===== config.mk =====
export PLATFORM = sky130hd
export DESIGN_NAME = sign_narrow16_4
export DESIGN_NICKNAME = d
export VERILOG_FILES = /design/src/rtl/narrow_defs.sv /design/src/rtl/narrow_fifo2.sv /design/src/rtl/sign_narrow16_4.sv
export SDC_FILE = /design/constraint.sdc
export NUM_CORES = 1
export LEC_CHECK = 0
export ABC_AREA = 1
export CORE_AREA = 2 2 54 56
export CTS_BUF_LIST = sky130_fd_sc_hd__clkbuf_4
export DETAILED_ROUTE_END_ITERATION = 8
export DIE_AREA = 0 0 56 58
export GPL_TIMING_DRIVEN = 0
export HOLD_SLACK_MARGIN = 0.08
export PLACE_DENSITY = 0.86
export REMOVE_ABC_BUFFERS = 1
export SLEW_MARGIN = 5
export SYNTH_ARGS = -nofsm -noshare
export SYNTH_HDL_FRONTEND = slang
export SYNTH_SLANG_ARGS = --single-unit

===== constraint.sdc =====
create_clock -name clk -period 2.05 [get_ports clk]
set_clock_uncertainty 0.1 [all_clocks]
set_input_delay 0.205 -clock clk [delete_from_list [all_inputs] [get_ports clk]]
set_output_delay 0.205 -clock clk [all_outputs]
set_load 0.01 [all_outputs]

===== src/rtl/narrow_defs.sv =====
// rtl/narrow_defs.sv - shared widths, saturation limits and queue entry layout
//
// Purpose : default widths for the 16->4 signed narrower, the signed range
//           limits of the narrowed immediate and the {ovf, imm} queue entry
//           layout used between the narrowing logic and its output queue.
// Ports   : none (package).
package narrow_defs;

  localparam int DEF_IN_W  = 16;
  localparam int DEF_OUT_W = 4;
  localparam int DEF_CNT_W = 8;

  // Representable range of a DEF_OUT_W-bit two's-complement immediate.
  localparam int OUT_MAX = (1 << (DEF_OUT_W - 1)) - 1;
  localparam int OUT_MIN = -(1 << (DEF_OUT_W - 1));

  // Queue entry: overflow flag above the narrowed immediate.
  localparam int ENTRY_W = DEF_OUT_W + 1;

  typedef struct packed {
    logic                 ovf;
    logic [DEF_OUT_W-1:0] imm;
  } entry_t;

endpackage


===== src/rtl/narrow_fifo2.sv =====
// rtl/narrow_fifo2.sv - generic 2-entry valid/ready FIFO with registered entries
//
// Purpose : two-deep FIFO. The head entry drives out_data directly from a
//           register. in_ready depends only on the registered occupancy, so
//           there is no combinational path from out_ready to in_ready.
// Ports   : clk, reset (sync, active-high)
//           in_valid / in_ready / in_data   - write side
//           out_valid / out_ready / out_data - read side (head entry)
module narrow_fifo2 #(
  parameter int W = 5
) (
  input  logic         clk,
  input  logic         reset,
  input  logic         in_valid,
  output logic         in_ready,
  input  logic [W-1:0] in_data,
  output logic         out_valid,
  input  logic         out_ready,
  output logic [W-1:0] out_data
);

  logic [W-1:0] mem_q [2];
  logic [W-1:0] mem_d [2];
  logic         wr_ptr_q, wr_ptr_d;
  logic         rd_ptr_q, rd_ptr_d;
  logic [1:0]   count_q, count_d;
  logic         push, pop;

  assign in_ready  = (count_q != 2'd2);
  assign out_valid = (count_q != 2'd0);
  assign out_data  = mem_q[rd_ptr_q];

  assign push = in_valid & in_ready;
  assign pop  = out_valid & out_ready;

  always_comb begin
    mem_d    = mem_q;
    wr_ptr_d = wr_ptr_q;
    rd_ptr_d = rd_ptr_q;
    count_d  = count_q;

    if (push) begin
      mem_d[wr_ptr_q] = in_data;
      wr_ptr_d        = ~wr_ptr_q;
    end
    if (pop) begin
      rd_ptr_d = ~rd_ptr_q;
    end

    // Push and pop together leave occupancy unchanged.
    case ({push, pop})
      2'b10:   count_d = count_q + 2'd1;
      2'b01:   count_d = count_q - 2'd1;
      default: count_d = count_q;
    endcase
  end

  always_ff @(posedge clk) begin
    if (reset) begin
      // Entries are cleared so the head reads as zero straight out of reset.
      mem_q[0] <= '0;
      mem_q[1] <= '0;
      wr_ptr_q <= 1'b0;
      rd_ptr_q <= 1'b0;
      count_q  <= 2'd0;
    end else begin
      mem_q    <= mem_d;
      wr_ptr_q <= wr_ptr_d;
      rd_ptr_q <= rd_ptr_d;
      count_q  <= count_d;
    end
  end

endmodule


===== src/rtl/sign_narrow16_4.sv =====
// rtl/sign_narrow16_4.sv - narrows 16-bit signed words to 4-bit immediates with overflow flag
//
// Purpose : fit-tests each input word against the OUT_W-bit signed range,
//           narrows it (truncation, or saturation when NARROW_SAT_EN is
//           defined), queues {ovf, imm} in a 2-entry FIFO and keeps a
//           saturating count of accepted overflowed words.
// Macro   : NARROW_SAT_EN - saturate out-of-range values instead of truncating.
// Ports   : clk, reset (sync, active-high)
//           in_valid / in_ready / in_word         - input stream
//           out_valid / out_ready / out_imm / out_ovf - narrowed output stream
//           ovf_count - saturating overflow count; clr_count - sync clear
module sign_narrow16_4
  import narrow_defs::*;
#(
  parameter int IN_W  = DEF_IN_W,
  parameter int OUT_W = DEF_OUT_W,
  parameter int CNT_W = DEF_CNT_W
) (
  input  logic             clk,
  input  logic             reset,
  input  logic             in_valid,
  output logic             in_ready,
  input  logic [IN_W-1:0]  in_word,
  output logic             out_valid,
  input  logic             out_ready,
  output logic [OUT_W-1:0] out_imm,
  output logic             out_ovf,
  output logic [CNT_W-1:0] ovf_count,
  input  logic             clr_count
);

  localparam int EW = OUT_W + 1;
  localparam logic [CNT_W-1:0] CNT_MAX = {CNT_W{1'b1}};

  // Bits from the top down to the narrowed sign bit; the word fits only if
  // they are all copies of the sign.
  logic [IN_W-OUT_W:0] upper_bits;
  logic                fit;
  logic [OUT_W-1:0]    narrow_imm;
  logic [EW-1:0]       in_entry;
  logic [EW-1:0]       head_entry;
  logic                in_xfer;
  logic [CNT_W-1:0]    ovf_cnt_q, ovf_cnt_d;

  assign upper_bits = in_word[IN_W-1:OUT_W-1];
  assign fit        = (&upper_bits) | ~(|upper_bits);

`ifdef NARROW_SAT_EN
  localparam logic [OUT_W-1:0] SAT_MAX = OUT_W'((1 << (OUT_W - 1)) - 1);
  localparam logic [OUT_W-1:0] SAT_MIN = OUT_W'(1 << (OUT_W - 1));

  // Overflow direction follows the sign of the full-width word.
  always_comb begin
    narrow_imm = in_word[OUT_W-1:0];
    if (!fit) begin
      narrow_imm = in_word[IN_W-1] ? SAT_MIN : SAT_MAX;
    end
  end
`else
  always_comb begin
    narrow_imm = in_word[OUT_W-1:0];
  end
`endif

  assign in_entry = {~fit, narrow_imm};

  narrow_fifo2 #(
    .W(EW)
  ) u_fifo (
    .clk       (clk),
    .reset     (reset),
    .in_valid  (in_valid),
    .in_ready  (in_ready),
    .in_data   (in_entry),
    .out_valid (out_valid),
    .out_ready (out_ready),
    .out_data  (head_entry)
  );

  assign out_ovf = head_entry[EW-1];
  assign out_imm = head_entry[OUT_W-1:0];

  assign in_xfer = in_valid & in_ready;

  // Clear wins over a same-cycle increment; the count sticks at all-ones.
  always_comb begin
    ovf_cnt_d = ovf_cnt_q;
    if (clr_count) begin
      ovf_cnt_d = '0;
    end else if (in_xfer && !fit && (ovf_cnt_q != CNT_MAX)) begin
      ovf_cnt_d = ovf_cnt_q + CNT_W'(1);
    end
  end

  always_ff @(posedge clk) begin
    if (reset) begin
      ovf_cnt_q <= '0;
    end else begin
      ovf_cnt_q <= ovf_cnt_d;
    end
  end

  assign ovf_count = ovf_cnt_q;

endmodule


# == After elaboration in Yosys (flattened, before gate mapping) ==
# Cells that the tools add are included.
# word_totals
regBits,22
input_bits,21
out_inout_bits,15
wordCells,41
# classes
add_sub_neg,3
order_cmp,3
eq_ne,4
mux,7
bitwise_logic,9
n_reduce_logical,9
# op_table
operator,n
$mux 5,4
$reduce_and 13->1,1
$reduce_or 13->1,1
$bwmux 10,1
$add 8x1->8 const B,1
$ne 8x8->1 const B,1
$demux 5 s1,1
$ge 2x2->1 const B,2
$not 1->1,4
$not 1->2,2
$pmux 2 s2,1
$reduce_bool 2->1,2
$logic_and 1x1->1,3
$add 2x1->2 const B,1
$and 1x1->1,2
$eq 2x1->1 const B,1
$eq 2x2->1 const B,1
$lt 2x1->1 const B,1
$ne 2x2->1 const B,1
$reduce_or 2->1,1
$sub 2x1->2 const B,1
$logic_not 1->1,1
$or 1x1->1,1

# == Depth between registers and ports, before layout ==
# Gate-level depths: netlist of run 1.
# logic_depth
depth_word,6
ltp_mapped,10

# == By module ==
# Synthesis of run 1 repeated with hierarchy kept, for this count alone.
# unflattened
cells_unflattened,223
area_unflattened_um2,1353.8
# by_module_without_submodules
mod,n_inst,cells_each,area_per_inst_um2,seq_area_each_um2
narrow_fifo2,1,125,805.8,280.3
sign_narrow16_4,1,98,548.0,160.2

# == Least setup slack after synthesis of run 1 ==
# Ideal clock, no wire load.
# synth_path
kind,reg2reg
start,reg u_fifo.count_q[0]
end,reg u_fifo.count_q[1]
setup_time_ps,122
t_arrival_ps,1284
required_time_ps,1828
setup_slack_ps,544
stages_incl_launch_ff,9
n_path_buf,0
synth_period_minus_slack_ps,1506
path_cell_list,dfxtp_1 -> inv_2 -> nand2_2 -> nand2_4 -> ha_1 -> a21oi_1 -> o21ai_0 -> o21ai_0 -> a21oi_1
# synth_between
elab_chain_cells,4
elab_cells_between_ends,10
cone_classes,add/sub (2); eq/ne (3); mux (1); bitwise (2); reduce/logical (2)
# synth_lines
item,line_no,source
"start, declared",narrow_fifo2.sv:26,"logic [1:0] count_q, count_d;"
"start signal, assigned",narrow_fifo2.sv:70,count_q <= count_d;
$ne 2x2->1 (*),narrow_fifo2.sv:29,assign in_ready = (count_q != 2'd2);
net in_ready,sign_narrow16_4.sv:22,"output logic in_ready,"
$and 1x1->1 (*),narrow_fifo2.sv:33,assign push = in_valid & in_ready;
$eq 2x1->1 or $eq 2x2->1 (tied branches),narrow_fifo2.sv:51,"case ({push, pop})"
$pmux 2 s2 or $reduce_bool 2->1 (tied branches),-,
# Mark *: on every way through the listed nets, which the timed path passes. The rest lies on a longest branch.
# A chain may end at the register's enable or synchronous reset.

# == Worst setup path after layout of run 1 ==
# layout_path
start,reg u_fifo.rd_ptr_q
end,out out_ovf
# layout_between
elab_chain_cells,4
# layout_lines
item,line_no,source
"start, declared",narrow_fifo2.sv:25,"logic rd_ptr_q, rd_ptr_d;"
"start signal, assigned",narrow_fifo2.sv:69,rd_ptr_q <= rd_ptr_d;
$not 1->2 (implied by the code),narrow_fifo2.sv:31,assign out_data = mem_q[rd_ptr_q];
$mux 5 (implied by the code) (3 in a row),narrow_fifo2.sv:31,
"end, declared",sign_narrow16_4.sv:27,"output logic out_ovf,"
# No other way between the ends. The select of a mux whose other input is x is not followed.

==> results of run 1 <==
==> per-layer routing <==
layer	track usage, %	part of all wire, %
met1	20.11	44
met2	30.25	51
met3	2.679	3.8
met4	5.102	1.1
met5	0	0
==> registers in the layout (all words and copies together) (netlist names) <==
name             flops
u_fifo.rd_ptr_q      1
u_fifo.wr_ptr_q      1
ovf_count            8
u_fifo.count_q       2
u_fifo.mem_q        10
==> worst min path at each step <==
stage | from | end | slack (ns) | cells after the start
floorplan | in_word[0] | u_fifo.mem_q[5] | 0.25 | 2
global placement | u_fifo.mem_q[2] | u_fifo.mem_q[2] | 0.35 | 2
detailed placement | u_fifo.mem_q[0] | u_fifo.mem_q[0] | 0.36 | 2
CTS | in_word[0] | u_fifo.mem_q[5] | 0.35 | 3
global route | in_word[0] | u_fifo.mem_q[5] | 0.37 | 3
finish | in_word[2] | u_fifo.mem_q[7] | 0.35 | 3
==> power breakdown <==
| group | leakage (uW) | switching [uW] | internal (uW) |
|---|---|---|---|
| Clock | 0.0000138 | 130 | 68.6 |
| Sequential | 0.000181 | 42.2 | 479 |
| Combinational | 0.000439 | 184 | 177 |
| Total | 0.000634 | 355 | 725 |
==> area by class of cell <==
cell class              instances  area [um^2]
clock buffers                   3        22.52
repair buffers                 35        350.3
fillers                       278         1087
inverters                      30        112.6
multi-input cells             118        609.3
well taps                      31        38.79
flip-flops and latches         22        441.7
==> metrics by stage <==
stage | hold slack [ns] | total power, uW | util, % | cells | worst slack, ns
after CTS | 0.3451 | 1089 | 59.16 | 239 | 0.07067
after floorplan | 0.2532 | 726.1 | - | 170 | 0.5440
final | 0.3489 | 1080 | 59.16 | 239 | 0.08195
after detailed placement | 0.3565 | 888.5 | 58.27 | 236 | 0.2440
after global placement | 0.3536 | 879.4 | 58.27 | 236 | 0.2620
after global routing | 0.3665 | 1157 | 59.16 | 239 | 0.02977
==> synth_stat cells (2+ instances only) <==
master    count  area, um^2
a21oi_1      13       65.06
dfxtp_1      22       440.4
clkinv_1      2       7.510
nand2_4       2       22.52
nor2_4        4       45.04
inv_1        25       93.84
nand2_2       3       18.77
nand4_1       2       12.51
nor2_1       25       93.84
o21ai_0      14       70.07
inv_2         3       11.26
nand3_1      13       65.06
o22ai_1       5       31.28
ha_1          2       25.02
nand2_1      27       101.4
xnor2_1       2       17.52
==> worst max-delay path: stages (launching register included) <==
cell and delay [ns]:
dfxtp_2 0.43, inv_1 0.11, o21ai_0 0.24, clkdlybuf4s50_1 0.58
==> cell families (layout without fill, tap and decap cells) <==
group,after synthesis,in the layout
XOR/XNOR,3,3
AND/OR/NAND/NOR,78,78
adder cells (fa/ha/maj),2,2
AO/OA/AOI/OAI,35,35
buffers and inverters,31,68
flip-flops,22,22
==> repair_timing <==
action / CTS / global route
hold buffers: 0 / 0
setup endpoints to repair: 1 / 0
gates resized for setup: 1 / 0
==> cells in the final DEF, fill, tap and decap left out, drive strengths merged <==
| cell type | Yosys | final |
|---|---|---|
| a21oi | 13 | 13 |
| clkdlybuf4s50 | 0 | 35 |
| xnor2 | 2 | 2 |
| nand4 | 2 | 2 |
| o21ai | 16 | 16 |
| nand2 | 32 | 32 |
| dfxtp | 22 | 22 |
| inv | 28 | 28 |
| xor2 | 1 | 1 |
| clkbuf | 1 | 3 |
| or2 | 1 | 1 |
| clkinv | 2 | 2 |
| ha | 2 | 2 |
| nor2 | 30 | 30 |
| a31oi | 1 | 1 |
| nand3 | 13 | 13 |
| o22ai | 5 | 5 |
==> results.py, run 1 <==
metrics = {
    "critical_path": {
        "cp-start-kind": "flop",
        "cp-end-kind": "output pin",
        "worstSetupPathType": "flop to output pin",
        "cp_max_fo": 9,
        "r2r-start": "u_fifo.count_q[0]",
        "crit_required_ns": 1.75,
        "ff2ff_path_depth": 9,
        "arrival_ns": 1.66,
        "crit_end": "out_ovf",
        "critPathLaunch": "u_fifo.rd_ptr_q",
        "r2r-end": "u_fifo.count_q[1]",
        "r2r_slack_ns": 0.44,
    },
    "clock_network": {
        "clkTransAtPathRegs_ns": 0.13,
        "postCtsSetupRepairBufs": 0,
        "cts_htree_levels": 1,
        "numCtsBuffers": 3,
        "cts_root_buf": "clkbuf_4",
        "cts_sinks": 22,
        "cts_tree": "done",
        "clock_latency_ns": 0.31,
        "cts.path.max_buffers": 2,
    },
    "place": {
        "hpwl_mm": 1.898,
        "placed_cell_area_mm2": 0.001551,
        "place.gp.congestion": 0.7636,
        "io_buffers": 35,
    },
    "floorplan": {
        "initial_core_util_pct": 43.80,
        "io_pins": 36,
        "die_w_um": 56,
        "core.rowCount": 19,
        "die_height_um": 58,
        "core_mm2": 0.002663,
        "die-area_mm2": 0.003248,
    },
    "global_routing": {
        "grt_overflow": 0,
        "antenna_found_initial": 0,
        "grt_pass1_wl_mm": 4.374,
        "grt_use_total_pct": 16.59,
        "grt_max_degree": 12,
        "grt_pass1_vias": 1067,
    },
    "run": {
        "cap_violations": 0,
    },
    "timing": {
        "slew_headroom_pct": 66.90,
        "fmax_mhz": 508.1,
        "finalHoldViolCount": 0,
        "setup_tns_ns": 0,
        "slew_viol_final": 0,
        "fin_crit_sh_pct": 96.00,
        "period_needed_ns": 1.968,
        "setup_viol": 0,
        "worst_pin_slew_ns": 0.4947,
        "rsz0062_at_grt": "false",
    },
    "yosys": {
        "synth_area_per_cell_um2": 6.819,
        "synth_mux_area_share_pct": 0,
        "synth_fa_ha_area_share_pct": 2.146,
        "synth-xor-area-share_pct": 2.253,
        "ys_seq_elements": 22,
        "ys_warn_count": 0,
        "yosys.area_share.simple_pct": 31.87,
        "ys_types": 23,
        "yosysSeqAreaShare_pct": 37.77,
        "syn_inst": 171,
        "synth-compound-area-share_pct": 15.99,
        "async_flop_share_pct": 0,
        "synth_area_mm2": 0.001166,
        "synth_top_family_by_area": "simple AND/OR/NAND/NOR gates",
        "synthFlopType": "dfxtp_1",
        "synth_edf_count": 0,
    },
    "finish": {
        "fin_area_mm2": 0.001575,
        "syn2layout_area_growth_pct": 35.09,
        "drive_gt1_share_pct": 8.654,
        "final_net_count": 233,
        "num_antenna_cells": 0,
    },
    "routing": {
        "drt_iter0_markers": 20,
        "drc_errors": 0,
        "antenna_left": 0,
        "num_vias": 1169,
        "drt-vias-per-instance": 4.891,
        "drtPass1Iterations": 4,
        "routedWlPerCell_um": 10.37,
        "routed_wl_mm": 2.479,
    },
    "power": {
        "irDropWorstVdd_mv": 0.5074,
        "p_per_area_mw_per_mm2": 685.8,
        "p_leak_uw": 0.0006337,
    },
    "worst_hold_path": {
        "hold_class": "input pin to flop",
    },
    "status": {
        "status": "complete, no violations",
    },
}
(Power assumes the default switching activity.)
==> run 2: changes to the inputs <==
--- a/config.mk
+++ b/config.mk
@@ -6,15 +6,16 @@
 export NUM_CORES = 1
 export LEC_CHECK = 0
 export ABC_AREA = 1
-export CORE_AREA = 2 2 54 56
+export CORE_AREA = 2 2 58 60
 export CTS_BUF_LIST = sky130_fd_sc_hd__clkbuf_4
 export DETAILED_ROUTE_END_ITERATION = 8
-export DIE_AREA = 0 0 56 58
+export DIE_AREA = 0 0 60 62
 export GPL_TIMING_DRIVEN = 0
 export HOLD_SLACK_MARGIN = 0.08
-export PLACE_DENSITY = 0.86
+export PLACE_DENSITY = 0.84
 export REMOVE_ABC_BUFFERS = 1
 export SLEW_MARGIN = 5
 export SYNTH_ARGS = -nofsm -noshare
 export SYNTH_HDL_FRONTEND = slang
+export SYNTH_HIERARCHICAL = 1
 export SYNTH_SLANG_ARGS = --single-unit
==> run 2 against run 1 <==
Net effect:
- cell count up 27%
- clock-buffer cell count unchanged
- sequential power up 2%
- via count up 15%
- global-route usage down 1.5 points
- critical endpoint is now out_imm[1]
- largest cell class unchanged
==> results.py, run 2 <==
metrics = {
    "routing": {
        "drt-vias-per-instance": 4.449,
        "routed_wl_mm": 2.702,
        "num_vias": 1348,
        "routedWlPerCell_um": 8.917,
        "antenna_left": 0,
        "drt_iter0_markers": 39,
        "drc_errors": 0,
        "drtPass1Iterations": 4,
    },
    "critical_path": {
        "critPathLaunch": "u_fifo/rd_ptr_q",
        "r2r-end": "u_fifo/count_q[1]",
        "crit_buf_inv": 1,
        "worstSetupPathType": "flop to output pin",
        "ff2ff_path_depth": 9,
        "cp-start-kind": "flop",
        "crit_chain": "nand2_1, o21ai_0, clkdlybuf4s50_1",
        "arrival_ns": 1.60,
        "cp-end-kind": "output pin",
        "cp.depth": 3,
        "critPathTopFamily": "flip-flops",
        "slowest_delay_ns": 0.57,
        "r2r-start": "u_fifo/count_q[0]",
        "crit_end": "out_imm[1]",
        "r2r_slack_ns": 0.44,
        "cp_max_fo": 12,
        "crit_required_ns": 1.75,
        "cpMaxStageDelayCell": "dfxtp_1",
    },
    "finish": {
        "syn2layout_area_growth_pct": 29.11,
        "largest_reg_flops": 10,
        "final_net_count": 281,
        "drive_gt1_share_pct": 5.447,
        "fillerInstances": 329,
        "largest-register": "u_fifo/mem_q",
        "num_antenna_cells": 0,
        "fin_cells": 303,
        "final_common_cell": "nand2_1",
        "final_cell_mix": "61 x nand2_1, 44 x inv_1, 39 x nor2_1",
    },
    "floorplan": {
        "die-area_mm2": 0.003720,
        "core_mm2": 0.003179,
        "io_pins": 36,
        "initial_core_util_pct": 42.58,
        "die_height_um": 62,
        "die_w_um": 60,
        "core.rowCount": 21,
    },
    "timing": {
        "worst_pin_slew_ns": 0.5725,
        "setup_tns_ns": 0,
        "setup_viol": 0,
        "period_needed_ns": 1.903,
        "finalHoldViolCount": 0,
        "fin_hold_ws_ns": 0.4137,
        "slew_viol_final": 0,
        "rsz0062_at_grt": "false",
        "fin_crit_sh_pct": 92.85,
        "slew_headroom_pct": 61.72,
        "fmax_mhz": 525.4,
    },
    "clock_network": {
        "cts_sinks": 22,
        "clkTransAtPathRegs_ns": 0.13,
        "cts_resized": 0,
        "cts_root_buf": "clkbuf_4",
        "cts_hold_buf": 0,
        "cts_tree": "done",
        "clock_latency_ns": 0.30,
        "numCtsBuffers": 3,
        "cts.path.max_buffers": 2,
        "postCtsSetupRepairBufs": 0,
        "cts_htree_levels": 1,
    },
    "place": {
        "dp_cells": 299,
        "place.gp.congestion": 0.7807,
        "hpwl_mm": 2.075,
        "io_buffers": 35,
    },
    "global_routing": {
        "grt_max_degree": 16,
        "grt_use_total_pct": 15.12,
        "grt_pass1_wl_mm": 4.326,
        "grt_overflow": 0,
        "antenna_found_initial": 0,
        "grt_pass1_vias": 1069,
    },
    "power": {
        "irDropWorstVdd_mv": 0.3538,
        "p_per_area_mw_per_mm2": 659.6,
        "p_leak_uw": 0.0008215,
        "p_total_uw": 1153,
    },
    "yosys": {
        "ys_top_cells_by_count": "61 x nand2_1, 44 x inv_1, 39 x nor2_1, 22 x dfxtp_1, 13 x nand4_1",
        "synth_top_area_share_pct": 32.53,
        "synth_edf_count": 0,
        "async_flop_share_pct": 0,
        "ys_warn_count": 6,
        "synth_area_leaders": "dfxtp_1 33%, nand2_1 17%, inv_1 12%",
        "synth.most_common_cell": "nand2_1",
        "ys_types": 21,
        "ys_seq_elements": 22,
        "syn_inst": 223,
        "synthFlopType": "dfxtp_1",
        "synth_area_per_cell_um2": 6.071,
        "yosysSeqAreaShare_pct": 32.53,
        "synth_largest_area_cell": "dfxtp_1",
        "synth_area_mm2": 0.001354,
    },
    "status": {
        "status": "complete, no violations",
    },
    "run": {
        "cap_violations": 0,
    },
    "worst_hold_path": {
        "hold_class": "input pin to flop",
    },
}
==> run 2: changes by cell type after synthesis, moves of 3 or more <==
cell	before	now
inv_1	25	44
nor2_1	25	39
nand3_1	13	9
o21ai_0	14	7
a21oi_1	13	7
nand4_1	2	13
nor2_2	1	4
nand2_1	27	61
nor2_4	4	0
o22ai_1	5	0
==> run 2: worst min-delay path by stage <==
stage                       from           endpoint  slack (ns)  cells past startpoint
4_1_cts                    reset    u_fifo/wr_ptr_q        0.40                      2
6_report                   reset    u_fifo/wr_ptr_q        0.41                      2
3_5_place_dp   u_fifo/count_q[0]  u_fifo/count_q[0]        0.39                      1
3_3_place_gp   u_fifo/count_q[0]  u_fifo/count_q[0]        0.38                      1
2_1_floorplan              reset    u_fifo/wr_ptr_q        0.17                      1
5_1_grt                    reset    u_fifo/wr_ptr_q        0.39                      2
==> run 2: per-layer routing <==
metal / global-route usage, % / vias to the layer above / share of wire (%)
met5: 0 / - / 0
met4: 5.714 / 0 / 0.56
met1: 18.25 / 571 / 47
met3: 1.863 / 2 / 3.6
li1: - / 754 / -
met2: 27.48 / 21 / 48
==> run 2: report_power, final <==
group,switching (uW),leakage (uW),internal (uW)
registers,51.5,0.000180,478
clock network,126,0.0000154,70.8
logic,231,0.000626,196
==> run 2: logic make-up after synthesis <==
family	Yosys count	synth area share [%]
fa+ha+maj	2	1.848
compound gates	14	5.175
flops	22	32.53
xor+xnor	1	0.6471
simple gates	133	44.08
buf+inv	51	15.71
==> run 2: final cells by class <==
| class | count | area, um^2 | share of cell area (%) |
|---|---|---|---|
| clock inverters | 1 | 3.754 | 0.2147 |
| well taps | 46 | 57.56 | 3.293 |
| flip-flops and latches | 22 | 440.4 | 25.20 |
| repair buffers | 35 | 350.3 | 20.04 |
| clock buffers | 3 | 22.52 | 1.288 |
| inverters | 46 | 172.7 | 9.878 |
| multi-input cells | 150 | 700.7 | 40.09 |
==> run 2: through the flow <==
step	area, um^2	util, %	worst slack [ns]
final	1748	54.98	0.1466
after global routing	1748	54.98	0.004636
after CTS	1748	54.98	0.1180
after detailed placement	1722	54.15	0.01642
after global placement	1722	54.15	0.04234
after floorplan	1314	-	0.6109
==> run 2: worst register-to-register path: stages (launching register included) <==
cell and delay (ns):
dfxtp_1 0.42, inv_2 0.08, nand2_4 0.17, nand2_1 0.11
ha_1 0.29, inv_1 0.11, nand2_1 0.07, nor2_1 0.08
nor2_1 0.04, nor2_1 0.09
